$ cat src/rtl/multiplier_pkg.sv
// Shared encodings for the radix-2 Booth multiplier sequencing controller.
package multiplier_pkg;

  localparam int STATE_W = 3;
  localparam int COUNT_W = 7;

  typedef enum logic [STATE_W-1:0] {
    ST_IDLE  = 3'b000,
    ST_LOAD  = 3'b001,
    ST_ARITH = 3'b010,
    ST_SHIFT = 3'b011,
    ST_DONE  = 3'b100
  } state_t;

  // {q0, q_-1} pairs that call for an arithmetic step
  localparam logic [1:0] BOOTH_ADD = 2'b01;
  localparam logic [1:0] BOOTH_SUB = 2'b10;

endpackage

$ cat src/rtl/mul_ctrl_ns.sv
// Combinational next-state, next-count and strobe decode for the Booth controller.
module mul_ctrl_ns
  import multiplier_pkg::*;
#(
  parameter int unsigned N_ITER = 64
) (
  input  logic [STATE_W-1:0] state_i,
  input  logic [COUNT_W-1:0] count_i,
  input  logic               op_start_i,
  input  logic               op_clear_i,
  input  logic [1:0]         booth_bits_i,
  output logic [STATE_W-1:0] state_d_o,
  output logic [COUNT_W-1:0] count_d_o,
  output logic               dp_load_o,
  output logic               dp_add_o,
  output logic               dp_sub_o,
  output logic               dp_shift_o,
  output logic               busy_o,
  output logic               op_done_o
);

  localparam logic [COUNT_W-1:0] LAST_COUNT = COUNT_W'(N_ITER);

  logic [COUNT_W-1:0] count_inc;
  assign count_inc = count_i + 7'd1;

  // Illegal codes fall to the default arm and recover to IDLE on the next edge.
  always_comb begin
    state_d_o  = state_i;
    count_d_o  = count_i;
    dp_load_o  = 1'b0;
    dp_add_o   = 1'b0;
    dp_sub_o   = 1'b0;
    dp_shift_o = 1'b0;
    busy_o     = 1'b0;
    op_done_o  = 1'b0;

    case (state_i)
      ST_IDLE: begin
        count_d_o = '0;
        if (op_start_i) state_d_o = ST_LOAD;
      end
      ST_LOAD: begin
        dp_load_o = 1'b1;
        busy_o    = 1'b1;
        count_d_o = '0;
        state_d_o = ST_ARITH;
      end
      ST_ARITH: begin
        busy_o    = 1'b1;
        dp_add_o  = (booth_bits_i == BOOTH_ADD);
        dp_sub_o  = (booth_bits_i == BOOTH_SUB);
        state_d_o = ST_SHIFT;
      end
      ST_SHIFT: begin
        busy_o     = 1'b1;
        dp_shift_o = 1'b1;
        count_d_o  = count_inc;
        state_d_o  = (count_inc == LAST_COUNT) ? ST_DONE : ST_ARITH;
      end
      ST_DONE: begin
        op_done_o = 1'b1;
        if (op_start_i) begin
          state_d_o = ST_LOAD;
          count_d_o = '0;
        end
      end
      default: begin
        state_d_o = ST_IDLE;
        count_d_o = '0;
      end
    endcase

    // Clear aborts from any state and beats a simultaneous start.
    if (op_clear_i) begin
      state_d_o = ST_IDLE;
      count_d_o = '0;
    end
  end

endmodule

$ cat src/rtl/multiplier_ctrl.sv
// Booth multiplier sequencing controller: state and iteration-count registers.
module multiplier_ctrl
  import multiplier_pkg::*;
#(
  parameter int unsigned N_ITER = 64
) (
  input  logic               clk,
  input  logic               reset,
  input  logic               op_start,
  input  logic               op_clear,
  input  logic [1:0]         booth_bits,
  output logic               dp_load,
  output logic               dp_add,
  output logic               dp_sub,
  output logic               dp_shift,
  output logic               busy,
  output logic               op_done,
  output logic [COUNT_W-1:0] count
);

  logic [STATE_W-1:0] state_q;
  logic [STATE_W-1:0] state_d;
  logic [COUNT_W-1:0] count_q;
  logic [COUNT_W-1:0] count_d;

  mul_ctrl_ns #(
    .N_ITER(N_ITER)
  ) u_ns (
    .state_i     (state_q),
    .count_i     (count_q),
    .op_start_i  (op_start),
    .op_clear_i  (op_clear),
    .booth_bits_i(booth_bits),
    .state_d_o   (state_d),
    .count_d_o   (count_d),
    .dp_load_o   (dp_load),
    .dp_add_o    (dp_add),
    .dp_sub_o    (dp_sub),
    .dp_shift_o  (dp_shift),
    .busy_o      (busy),
    .op_done_o   (op_done)
  );

  // Reset parks the controller in IDLE, which also decodes every strobe to 0.
  always_ff @(posedge clk or posedge reset) begin
    if (reset) begin
      state_q <= ST_IDLE;
      count_q <= '0;
    end else begin
      state_q <= state_d;
      count_q <= count_d;
    end
  end

  assign count = count_q;

endmodule

$ cat config.mk
export PLATFORM = sky130hd
export DESIGN_NAME = multiplier_ctrl
export DESIGN_NICKNAME = d
export VERILOG_FILES = /design/src/rtl/multiplier_pkg.sv /design/src/rtl/mul_ctrl_ns.sv /design/src/rtl/multiplier_ctrl.sv
export SDC_FILE = /design/constraint.sdc
export NUM_CORES = 1
export LEC_CHECK = 0
export BUFFER_PORTS_ARGS = -buffer_cell sky130_fd_sc_hd__buf_4
export CAP_MARGIN = 15
export CORE_UTILIZATION = 45
export CTS_BUF_LIST = sky130_fd_sc_hd__clkbuf_2 sky130_fd_sc_hd__clkbuf_4 sky130_fd_sc_hd__clkbuf_8
export CTS_CLUSTER_SIZE = 40
export DETAILED_ROUTE_END_ITERATION = 8
export PLACE_DENSITY = 0.72
export SLEW_MARGIN = 20
export SYNTH_ARGS = -nofsm -noshare
export SYNTH_HDL_FRONTEND = slang
export SYNTH_HIERARCHICAL = 1
export SYNTH_SLANG_ARGS = --single-unit
$ cat constraint.sdc
create_clock -name clk -period 1.83 [get_ports clk]
set_clock_uncertainty 0.2 [all_clocks]
set_input_delay 0.183 -clock clk [delete_from_list [all_inputs] [get_ports clk]]
set_output_delay 0.183 -clock clk [all_outputs]
set_load 0.02 [all_outputs]
After elaboration in Yosys (flattened, before gate mapping)
Cells that the tools add are included.
{"block": "word_totals", "input_bits": 6, "latchBits": 0, "word_cells": 30, "output_inout_bits": 13, "mem_bits_ro": 0, "reg_bits": 10, "mem_count": 0, "mem_bits_rw": 0}
{"block": "classes", "n_reduce_logical": 4, "n_eq_ne": 10, "mux": 13, "div_mod_pow": 0, "order_cmp": 0, "n_addsub": 1, "mul": 0, "bitwise_logic": 0, "shifts": 0}
{"cell": "7-bit one-hot mux with 3 select lines", "n": 1}
{"cell": "7-bit 2-to-1 mux", "n": 2}
{"cell": "3-bit one-hot mux with 4 select lines", "n": 1}
{"cell": "3-bit 2-to-1 mux", "n": 3}
{"cell": "7-bit by 1-bit adder with 7-bit output, second input constant", "n": 1}
{"cell": "7-bit equality test, second input constant", "n": 1}
{"cell": "3-bit by 2-bit equality test with 1-bit output, second input constant", "n": 2}
{"cell": "1-bit 2-to-1 mux", "n": 6}
{"cell": "3-bit by 1-bit equality test with 1-bit output, second input constant", "n": 1}
{"cell": "3-bit equality test, second input constant", "n": 1}
{"cell": "3-bit zero test", "n": 1}
{"cell": "3-bit by 1-bit inequality test with 1-bit output, second input constant", "n": 1}
{"cell": "3-bit inequality test, second input constant", "n": 1}
{"cell": "3-bit OR reduction", "n": 1}
{"cell": "2-bit by 1-bit equality test with 1-bit output, second input constant", "n": 1}
{"cell": "2-bit equality test, second input constant", "n": 1}
{"cell": "2-bit inequality test, second input constant", "n": 1}
{"cell": "2-bit AND reduction", "n": 1}
{"cell": "2-bit OR reduction", "n": 1}

Depth between registers and ports, before layout
Gate-level depths: netlist (run 1).
{"block": "depth", "depth_word": 5, "ltp_mapped": 5, "ltp_nobuf": 5}

Hierarchy
The synthesis (run 1) kept the hierarchy.
{"mod": "mul_ctrl_ns", "area_each_um2": 360.3, "instances": 1, "seq_area_each_um2": 0.0, "cells_per_inst": 60}
{"mod": "multiplier_ctrl", "area_each_um2": 254.0, "instances": 1, "seq_area_each_um2": 250.2, "cells_per_inst": 11}

Worst setup path after synthesis (run 1)
Ideal clock, no wire load.
{"block": "synth_timing", "path_type": "register to output", "startpoint": "register state_q[2]", "endpoint": "output dp_sub", "required_time_ps": 1447, "stages_incl_launch_ff": 4, "arrival_time_ps": 1488, "path_buffers": 1, "setup_slack_ps": -41, "cell_sequence": "dfrtp_1 > buf_4 > nand2b_1 > nor4b_1"}
{"block": "synth_between", "elab_chain_len": 2}
{"element": "from (decl)", "line_no": "multiplier_ctrl.sv:21", "rtl": "logic [STATE_W-1:0] state_q;"}
{"element": "from (signal assigned)", "line_no": "multiplier_ctrl.sv:50", "rtl": "state_q <= state_d;"}
{"element": "3-bit by 2-bit equality test with 1-bit output", "line_no": "mul_ctrl_ns.sv:38", "rtl": "case (state_i)"}
{"element": "1-bit 2-to-1 mux", "line_no": "mul_ctrl_ns.sv:38"}
{"element": "to (decl)", "line_no": "multiplier_ctrl.sv:14", "rtl": "output logic dp_sub,"}
No other way between the ends.

Final worst setup path (run 1)
{"block": "layout_timing", "startpoint": "register count_q[0] (netlist: count[0])", "endpoint": "register state_q[1]"}
{"block": "layout_between", "elab_chain_len": 5}
{"element": "from (decl)", "line_no": "multiplier_ctrl.sv:23", "rtl": "logic [COUNT_W-1:0] count_q;"}
{"element": "from (signal assigned)", "line_no": "multiplier_ctrl.sv:51", "rtl": "count_q <= count_d;"}
{"element": "7-bit by 1-bit adder with 7-bit output", "line_no": "mul_ctrl_ns.sv:25", "rtl": "assign count_inc = count_i + 7'd1;"}
{"element": "7-bit equality test", "line_no": "mul_ctrl_ns.sv:59", "rtl": "state_d_o = (count_inc == LAST_COUNT) ? ST_DONE : ST_ARITH;"}
{"element": "3-bit 2-to-1 mux", "line_no": "mul_ctrl_ns.sv:59"}
{"element": "3-bit one-hot mux with 4 select lines", "line_no": "mul_ctrl_ns.sv:38"}
{"element": "3-bit 2-to-1 mux", "line_no": "mul_ctrl_ns.sv:75", "rtl": "if (op_clear_i) begin"}
{"element": "via state_d[1]", "line_no": "multiplier_ctrl.sv:22", "rtl": "logic [STATE_W-1:0] state_d;"}
The timed path passes the listed nets, and every way through them passes these cells.
A chain may end at the register's enable or synchronous reset.

==> impl_metrics.toml, run 1 <==
[timing]
rsz0062_at_grt = "yes"
finalHoldViolCount = 0
slew_violations = 0
setup-tns-final_ns = -0.0239
fin_crit_ns = 1.85
max_slew.worst_pin.slew_ns = 0.546
relSlewSlack_pct = 62.7
fmax_mhz = 540
finalSetupViolCount = 2
timing.final.crit_share_pct = 101
setup_slack_ns = -0.0204

[job]
drv_cap = 0

[worst_setup_path]
cp_slowest_stage_delay_ns = 0.55
reg2reg_slack_ns = -0.02
slowest_stage = "a2111oi_0"
worstPathArrival_ns = 1.79
critical_path_class = "reg2reg"
critical_path_required_ns = 1.77
critPathMaxFanout = 5
path_cells = "buf_4 -> a2111oi_0 -> a31oi_1 -> nor3_2 -> a2111oi_2"
setup.worst_path.start_class = "flip-flop"
worstReg2RegStart = "count[0]"
worst_setup_path_end_kind = "flip-flop"
r2r_end = "state_q[1]"
reg2reg_depth = 5

[logic_synthesis]
synth.cell_area_um2 = 614
ys_seq_area_share_pct = 40.7
syn_inst = 71
synth_edf_count = 0
synth-seq-cells = 10
avgSynthCellArea_um2 = 8.65
yosysWarnings = 6
ys_types = 28
synth_nets = 78
async_flop_share_pct = 100
ys.flop_type = "dfrtp_1"

[power]
p_clk_share_pct = 32.0
switching_power_uw = 128
p_per_area_nw_per_um2 = 527
combinationalPowerShare_pct = 18.6
p_seq_share_pct = 49.4
peakVddDrop_v = 0.000322
p_leak_nw = 0.392
internal_power_uw = 337
swShare_pct = 27.4

[layout]
area_growth_pct = 43.4
drive_gt1_share_pct = 41.2
insertedDiodeCount = 0
final_area_um2 = 881
nNetsFinal = 106

[cts]
max-clock-path-buffers = 2
clk_latency_ns = 0.26
clk_pin_slew_worst_paths_ns = 0.07
h-tree-depth = 1
numCtsBuffers = 3
cts-root-buf = "clkbuf_4"
clock-sinks = 10
cts_tree = "yes"

[worst_hold_path]
hold_depth = 3
hold_start = "op_start"
hold-path-endpoint = "state_q[0]"
holdCritPathClass = "in2reg"

[route]
drt_iter0_drc = 11
antenna_left = 0
routed_wl_um = 1600
vias = 624
drc = 0
via_per_inst = 5.62
dr.pass1.iters = 4
routedWlPerCell_um = 14.4

[status]
violations = "setup timing"
status = "finished, violations left"

[global_routing]
grt_pass1_vias = 560
grt_max_degree = 11
overflow = 0
grt_util_all_layers_pct = 24.2
antenna_found_initial = 0
grt_pass1_wl_um = 2430

[placement]
finalWeightedCongestion = 0.816
portBuffers = 18
hpwlAfterDp_um = 1140
postPlaceCellArea_um2 = 797
dp_worst_setup_slack_ns = 0.0757

[floorplan]
die_x_um = 39.0
std_cell_rows = 12
initial_core_util_pct = 51.8
io_pins = 19
die_y_um = 39.0
core_um2 = 1190
die_area_um2 = 1520
==> what timing repair did <==
item | 4_1_cts | 5_1_grt
setup endpoints to repair | 3 | 8
buffers inserted | 0 | 1
resized for setup | 2 | 9
pin swaps | 0 | 2
hold buffers | 2 | 0
hold endpoints to repair | 12 | 0
==> placed cells by master, fill, tap and decap left out, types with 2 or more instances in the layout <==
master          n
a21oi_1         4
a311oi_1        2
dfrtp_1         9
dlygate4sd3_1   2
nor2_1          8
a2111oi_0       2
o21ai_0         3
nand3b_1        2
a31oi_1         3
buf_4          23
nand2_1         5
clkbuf_4        3
nand3_1         4
inv_1           3
nor2_2          2
a21o_1          2
nor4b_2         2
nor3_1          3
==> registers in the layout (all words and copies together) (netlist names) <==
name	count
count	7
state_q	3
==> kinds of logic after synthesis <==
group | after synthesis | share of synthesized area (%)
and+or+nand+nor | 31 | 25.9
AOI/OAI and AO/OA | 20 | 23.4
DFF | 10 | 40.7
buffers and inverters | 7 | 5.09
xor gates and xnor gates | 2 | 2.85
adders and majority gates | 1 | 2.04
==> worst max-delay path, delay by kind of cell, from the launching register on <==
| kind | cells | cell delay (ns) |
|---|---|---|
| AND/OR/NAND/NOR | 1 | 0.21 |
| AO/OA/AOI/OAI | 3 | 0.76 |
| flip-flops | 1 | 0.40 |
| buffers and inverters | 1 | 0.16 |
==> synthesized netlist by cell type, drive strengths merged, types with 2 or more instances <==
master    n  area share, %
nand3     4            3.3
a31oi     3            3.1
nand2     5            3.1
nor3      4            3.3
nand3b    2            2.4
a2111oi   3            4.3
a21o      2            2.4
buf       2            2.0
a21oi     5            5.9
dfrtp    10             41
a311oi    2            2.9
o21ai     3            2.4
nor2     10            6.1
inv       4            2.4
nor4b     2            2.9
==> through the flow <==
step,hold WS [ns],total power [mW],util [%],cells
finish,0.0151,0.465,74.3,111
global route,0.0263,0.492,74.3,111
detailed placement,-0.00279,0.309,67.2,105
global placement,-0.00841,0.307,67.2,105
floorplan,-0.177,0.274,-,71
CTS,0.0110,0.461,71.1,110
==> how the worst max path moves through the flow <==
| stage | from | endpoint | slack, ns | cells past startpoint |
|---|---|---|---|---|
| after floorplan | count[0] | state_q[1] | 0.08 | 5 |
| after global placement | count[0] | state_q[1] | 0.10 | 5 |
| after detailed placement | state_q[2] | count[3] | 0.08 | 4 |
| after CTS | state_q[2] | dp_sub | 0.01 | 3 |
| after global routing | count[0] | state_q[1] | -0.07 | 5 |
| final | count[0] | state_q[1] | -0.02 | 5 |
==> layer usage <==
metal | GRT usage (%) | up-vias | share of wire, %
met2 | 40.4 | 13 | 49
met5 | 0 | - | 0
li1 | - | 317 | -
met4 | 7.76 | 0 | 0
met1 | 30.5 | 294 | 47
met3 | 5.20 | 0 | 3.5
==> power groups by stage <==
stage | sequential (mW) | clock [mW] | combinational, mW
after CTS | 0.229 | 0.152 | 0.0802
after global placement | 0.233 | 0 | 0.0740
final | 0.229 | 0.149 | 0.0866
after detailed placement | 0.233 | 0 | 0.0755
after floorplan | 0.232 | 0 | 0.0423
after global routing | 0.230 | 0.167 | 0.0947
==> cell type report <==
cell class                 count  area (um^2)
clock buffer                   3         22.5
fill                          97          305
inverter                       5         20.0
multi-input combinational     54          377
sequential                    10          251
tap                           14         17.5
timing repair buffer          25          193
(Power assumes the default switching activity.)
==> run 2, diff against run 1 <==
--- a/config.mk
+++ b/config.mk
@@ -11,7 +11,7 @@
 export CTS_BUF_LIST = sky130_fd_sc_hd__clkbuf_2 sky130_fd_sc_hd__clkbuf_4 sky130_fd_sc_hd__clkbuf_8
 export CTS_CLUSTER_SIZE = 40
 export DETAILED_ROUTE_END_ITERATION = 8
-export PLACE_DENSITY = 0.72
+export PLACE_DENSITY_LB_ADDON = 0.1
 export SLEW_MARGIN = 20
 export SYNTH_ARGS = -nofsm -noshare
 export SYNTH_HDL_FRONTEND = slang
==> run 2 against run 1 <==
Compared with the run above: the run now ends clean; critical path depth down 1; worst hold slack lost 0.0026 ns; via count is 1.8% higher; register-to-register slack gained 0.15 ns; cell area is 2.6% lower; largest power group unchanged; clock power hardly changed; global-route usage rose by 2.1 points; sequential share of layout area is 0.60 points higher; utilization decreased by 1.9 points; sequential power barely moved; non-clock buffer count is 1 higher.
==> impl_metrics.toml, run 2 (synthesis gave the netlist of run 1 again) <==
[cts]
max-clock-path-buffers = 2
numCtsBuffers = 3
clk_latency_ns = 0.27
cts-root-buf = "clkbuf_4"
h-tree-depth = 1
cts_tree = "yes"
cts_setup_buffers = 0
clock-sinks = 10
clk_pin_slew_worst_paths_ns = 0.06

[layout]
final_common_cell = "buf_4"
multi_input_area_um2 = 347
largest_reg_flops = 7
n_fill_cell = 96
layout_common_cells = "buf_4 (24), dfrtp_1 (10), nor2_1 (10), nand2_1 (5)"
area_growth_pct = 39.7
postLayoutCoreUtil_pct = 72.4
register_area_um2 = 250
insertedDiodeCount = 0
nNetsFinal = 107
drive_gt1_share_pct = 33.7

[route]
antenna_left = 0
via_per_inst = 5.67
dr.pass1.iters = 6
drt_iter0_drc = 13
vias = 635
drc = 0
routedWlPerCell_um = 14.3
routed_wl_um = 1610

[worst_setup_path]
worstReg2RegStart = "count[0]"
cp_slowest_stage_delay_ns = 0.35
reg2reg_depth = 5
worstPathArrival_ns = 1.37
critical_path_required_ns = 1.45
critical_path_class = "reg2out"
r2r_end = "state_q[1]"
critPathMaxFanout = 7
worst_setup_path_end_kind = "output pin"
worst_path_most_repeated_cell = "buf_4"
slowest_stage = "dfrtp_1"
setup.worst_path.start_class = "flip-flop"
path_cells = "buf_4 -> nand2b_1 -> nor4b_2 -> buf_4"
reg2reg_slack_ns = 0.13

[placement]
portBuffers = 18
hpwlAfterDp_um = 1210
finalWeightedCongestion = 0.801
dp_worst_setup_slack_ns = 0.151

[worst_hold_path]
hold-path-endpoint = "state_q[0]"
hold_start = "op_start"
holdCritPathClass = "in2reg"
hold_depth = 3

[power]
peakVddDrop_v = 0.000335
p_per_area_nw_per_um2 = 534
p_leak_nw = 0.401

[floorplan]
io_pins = 19
initial_core_util_pct = 51.8
die_area_um2 = 1520
die_x_um = 39.0
core_um2 = 1190
die_y_um = 39.0
std_cell_rows = 12

[timing]
hold_slack_ns = 0.0125
max_slew.worst_pin.slew_ns = 0.406
timing.final.crit_share_pct = 95.7
setup_slack_ns = 0.0790
setup-tns-final_ns = 0
rsz0062_at_grt = "no"
finalSetupViolCount = 0
relSlewSlack_pct = 72.9
fmax_mhz = 571
fin_crit_ns = 1.75
finalHoldViolCount = 0
slew_violations = 0

[global_routing]
grt_util_all_layers_pct = 26.2
overflow = 0
grt_max_degree = 11
grt_pass1_vias = 606
antenna_found_initial = 0
grt_pass1_wl_um = 2690

[status]
status = "finished clean"

[job]
drv_cap = 0
run 2: power by group:
group	total [mW]	internal [mW]	switching, mW
registers	0.229	0.225	0.00462
logic	0.0790	0.0330	0.0460
clock network	0.150	0.0760	0.0738
run 2: layer usage:
metal	global-route usage [%]	share of wire, %	wire [um]	up-vias
li1	-	-	-	316
met1	32.6	43	692	297
met2	45.0	52	831	19
met3	5.20	3.9	62	3
met4	7.76	1.2	20	0
met5	0	0	0	-
run 2: worst max-delay path, delay by kind of cell (launching register included):
family	cells	cell delay (ns)
buf+inv	2	0.33
flops	1	0.35
simple gates	2	0.43
run 2: per-stage QoR:
step,power (mW),area (um^2),instances
after global placement,0.307,812,107
final,0.458,858,112
after detailed placement,0.308,812,107
after floorplan,0.274,627,71
after CTS,0.462,856,112
after global routing,0.481,858,112
run 2: worst max-delay path by stage:
stage / from / end / slack, ns / depth (start not counted)
final: state_q[1] / dp_sub / 0.08 / 4
after global routing: state_q[1] / dp_sub / 0.008 / 4
after CTS: state_q[2] / dp_sub / 0.06 / 3
after detailed placement: count[1] / state_q[1] / 0.15 / 5
after global placement: count[1] / state_q[1] / 0.13 / 5
after floorplan: count[0] / state_q[1] / 0.08 / 5
run 2: timing repair:
item / CTS / global route
gates resized for setup: 1 / 2
hold buffers: 2 / 0
pin swaps: 0 / 0
setup endpoints to repair: 1 / 2
endpoints found under the hold margin: 12 / 0
run 2: cell type report:
class	count	area share, %
Inverter	5	2.48
Timing Repair Buffer	26	23.3
Clock buffer	3	2.62
Sequential cell	10	29.2
Tap cell	14	2.04
Multi-Input combinational cell	54	40.4
==> run 3, diff against run 2 <==
--- a/config.mk
+++ b/config.mk
@@ -12,6 +12,7 @@
 export CTS_CLUSTER_SIZE = 40
 export DETAILED_ROUTE_END_ITERATION = 8
 export PLACE_DENSITY_LB_ADDON = 0.1
+export RECOVER_POWER = 25
 export SLEW_MARGIN = 20
 export SYNTH_ARGS = -nofsm -noshare
 export SYNTH_HDL_FRONTEND = slang
==> constraint.sdc (replaced) <==
create_clock -name clk -period 1.9 [get_ports clk]
set_clock_uncertainty 0.2 [all_clocks]
set_input_delay 0.19 -clock clk [delete_from_list [all_inputs] [get_ports clk]]
set_output_delay 0.19 -clock clk [all_outputs]
set_load 0.02 [all_outputs]
==> run 3 against run 2 <==
Compared with the run above: cell area is 3.9% lower; total power is 3.9% lower; combinational power is 9.4% lower; routed wire length is 1.1% lower.
==> impl_metrics.toml, run 3 (synthesis gave the netlist of run 1 again) <==
[status]
status = "finished clean"

[timing]
slew_violations = 0
setup-tns-final_ns = 0
relSlewSlack_pct = 73.6
finalHoldViolCount = 0
finalSetupViolCount = 0
fmax_mhz = 552
rsz0062_at_grt = "no"
fin_crit_ns = 1.81
timing.final.crit_share_pct = 95.4
max_slew.worst_pin.slew_ns = 0.386
hold_slack_ns = 0.0205

[layout]
drive_gt1_share_pct = 30.9
insertedDiodeCount = 0
n_fill_cell = 100
layout_common_cells = "buf_4 (19), dfrtp_1 (10), nor2_1 (10), nand2_1 (5)"
nNetsFinal = 103
register_area_um2 = 250
final_common_cell = "buf_4"
largest_reg_flops = 7
area_growth_pct = 34.2
multi_input_area_um2 = 345

[worst_setup_path]
critPathMaxFanout = 8
worstPathArrival_ns = 1.42
critPathLaunch = "state_q[0]"
critical_path_class = "reg2out"
worstReg2RegStart = "count[0]"
critical_path_required_ns = 1.51
setup.worst_path.start_class = "flip-flop"
worst_setup_path_end_kind = "output pin"

[placement]
hpwlAfterDp_um = 1110
finalWeightedCongestion = 0.862
portBuffers = 18

[route]
via_per_inst = 5.86
drt_iter0_drc = 23
drc = 0
routed_wl_um = 1590
routedWlPerCell_um = 14.7
vias = 633
dr.pass1.iters = 4
antenna_left = 0

[cts]
numCtsBuffers = 3
cts_tree = "yes"
h-tree-depth = 1
clock-sinks = 10
clk_pin_slew_worst_paths_ns = 0.07
cts_setup_buffers = 0
max-clock-path-buffers = 2
cts-root-buf = "clkbuf_4"
clk_latency_ns = 0.26

[floorplan]
die_x_um = 39.0
die_area_um2 = 1520
core_um2 = 1190
initial_core_util_pct = 51.8
io_pins = 19
die_y_um = 39.0
std_cell_rows = 12

[power]
combinationalPowerShare_pct = 16.3
power.total_uw = 440
swShare_pct = 27.6
p_leak_nw = 0.380
p_seq_share_pct = 50.5
p_per_area_nw_per_um2 = 534
p_clk_share_pct = 33.2
switching_power_uw = 122
peakVddDrop_v = 0.000337
internal_power_uw = 319

[global_routing]
grt_max_degree = 11
grt_pass1_vias = 535
grt_pass1_wl_um = 2370
antenna_found_initial = 0
grt_util_all_layers_pct = 23.7
overflow = 0

[worst_hold_path]
hold_start = "op_start"
holdCritPathClass = "in2reg"

[job]
drv_cap = 0
## run 3: path summary, 6_finish.rpt
path	to	slack [ns]	cells past startpoint
min in group asynchronous	state_q[2]	0.27	3
worst max register to register	state_q[1]	0.13	5
worst min-delay path	state_q[0]	0.02	3
max in group asynchronous	count[5]	0.94	3
worst min register to register	count[5]	0.38	1
worst max-delay path	dp_shift	0.09	3
## run 3: layout make-up
| type | count | area share [%] |
|---|---|---|
| clock buffer | 3 | 2.73 |
| multi-input combinational | 54 | 41.9 |
| inverter | 5 | 2.28 |
| tap | 14 | 2.12 |
| timing repair buffer | 22 | 20.6 |
| sequential | 10 | 30.3 |
## run 3: stage by stage
stage / setup WS (ns) / utilization, % / area, um^2 / std cells
3_5_place_dp: 0.125 / 64.9 / 769 / 103
5_1_grt: 0.00349 / 69.5 / 825 / 108
6_report: 0.0883 / 69.5 / 825 / 108
2_1_floorplan: 0.0220 / - / 614 / 71
3_3_place_gp: 0.201 / 64.9 / 769 / 103
4_1_cts: 0.00838 / 68.5 / 812 / 108
## run 3: power groups by stage
stage	clock, mW	combinational (mW)	sequential, mW
3_5_place_dp	0	0.0662	0.226
4_1_cts	0.148	0.0695	0.222
5_1_grt	0.162	0.0774	0.223
3_3_place_gp	0	0.0648	0.226
6_report	0.146	0.0716	0.222
2_1_floorplan	0	0.0389	0.224
## run 3: critical path, stage by stage, from the launching register on
cell,delay (ns)
dfrtp_1,0.54
nand3b_1,0.26
inv_2,0.19
buf_4,0.16
## run 3: per-layer routing
layer  wire (um)  GRT usage [%]  share of wire (%)  up-vias
met1         725           30.9                 46      295
met2         755           37.1                 48       27
li1            -              -                  -      309
met3          97           5.20                6.1        2
met5           0              0                  0        -
met4          10           10.3               0.63        0
## run 3: what timing repair did
action / in CTS / in global routing
hold endpoints to repair: 12 / 0
resized for setup: 0 / 3
hold buffers: 2 / 0
endpoints found under the setup margin: 0 / 3
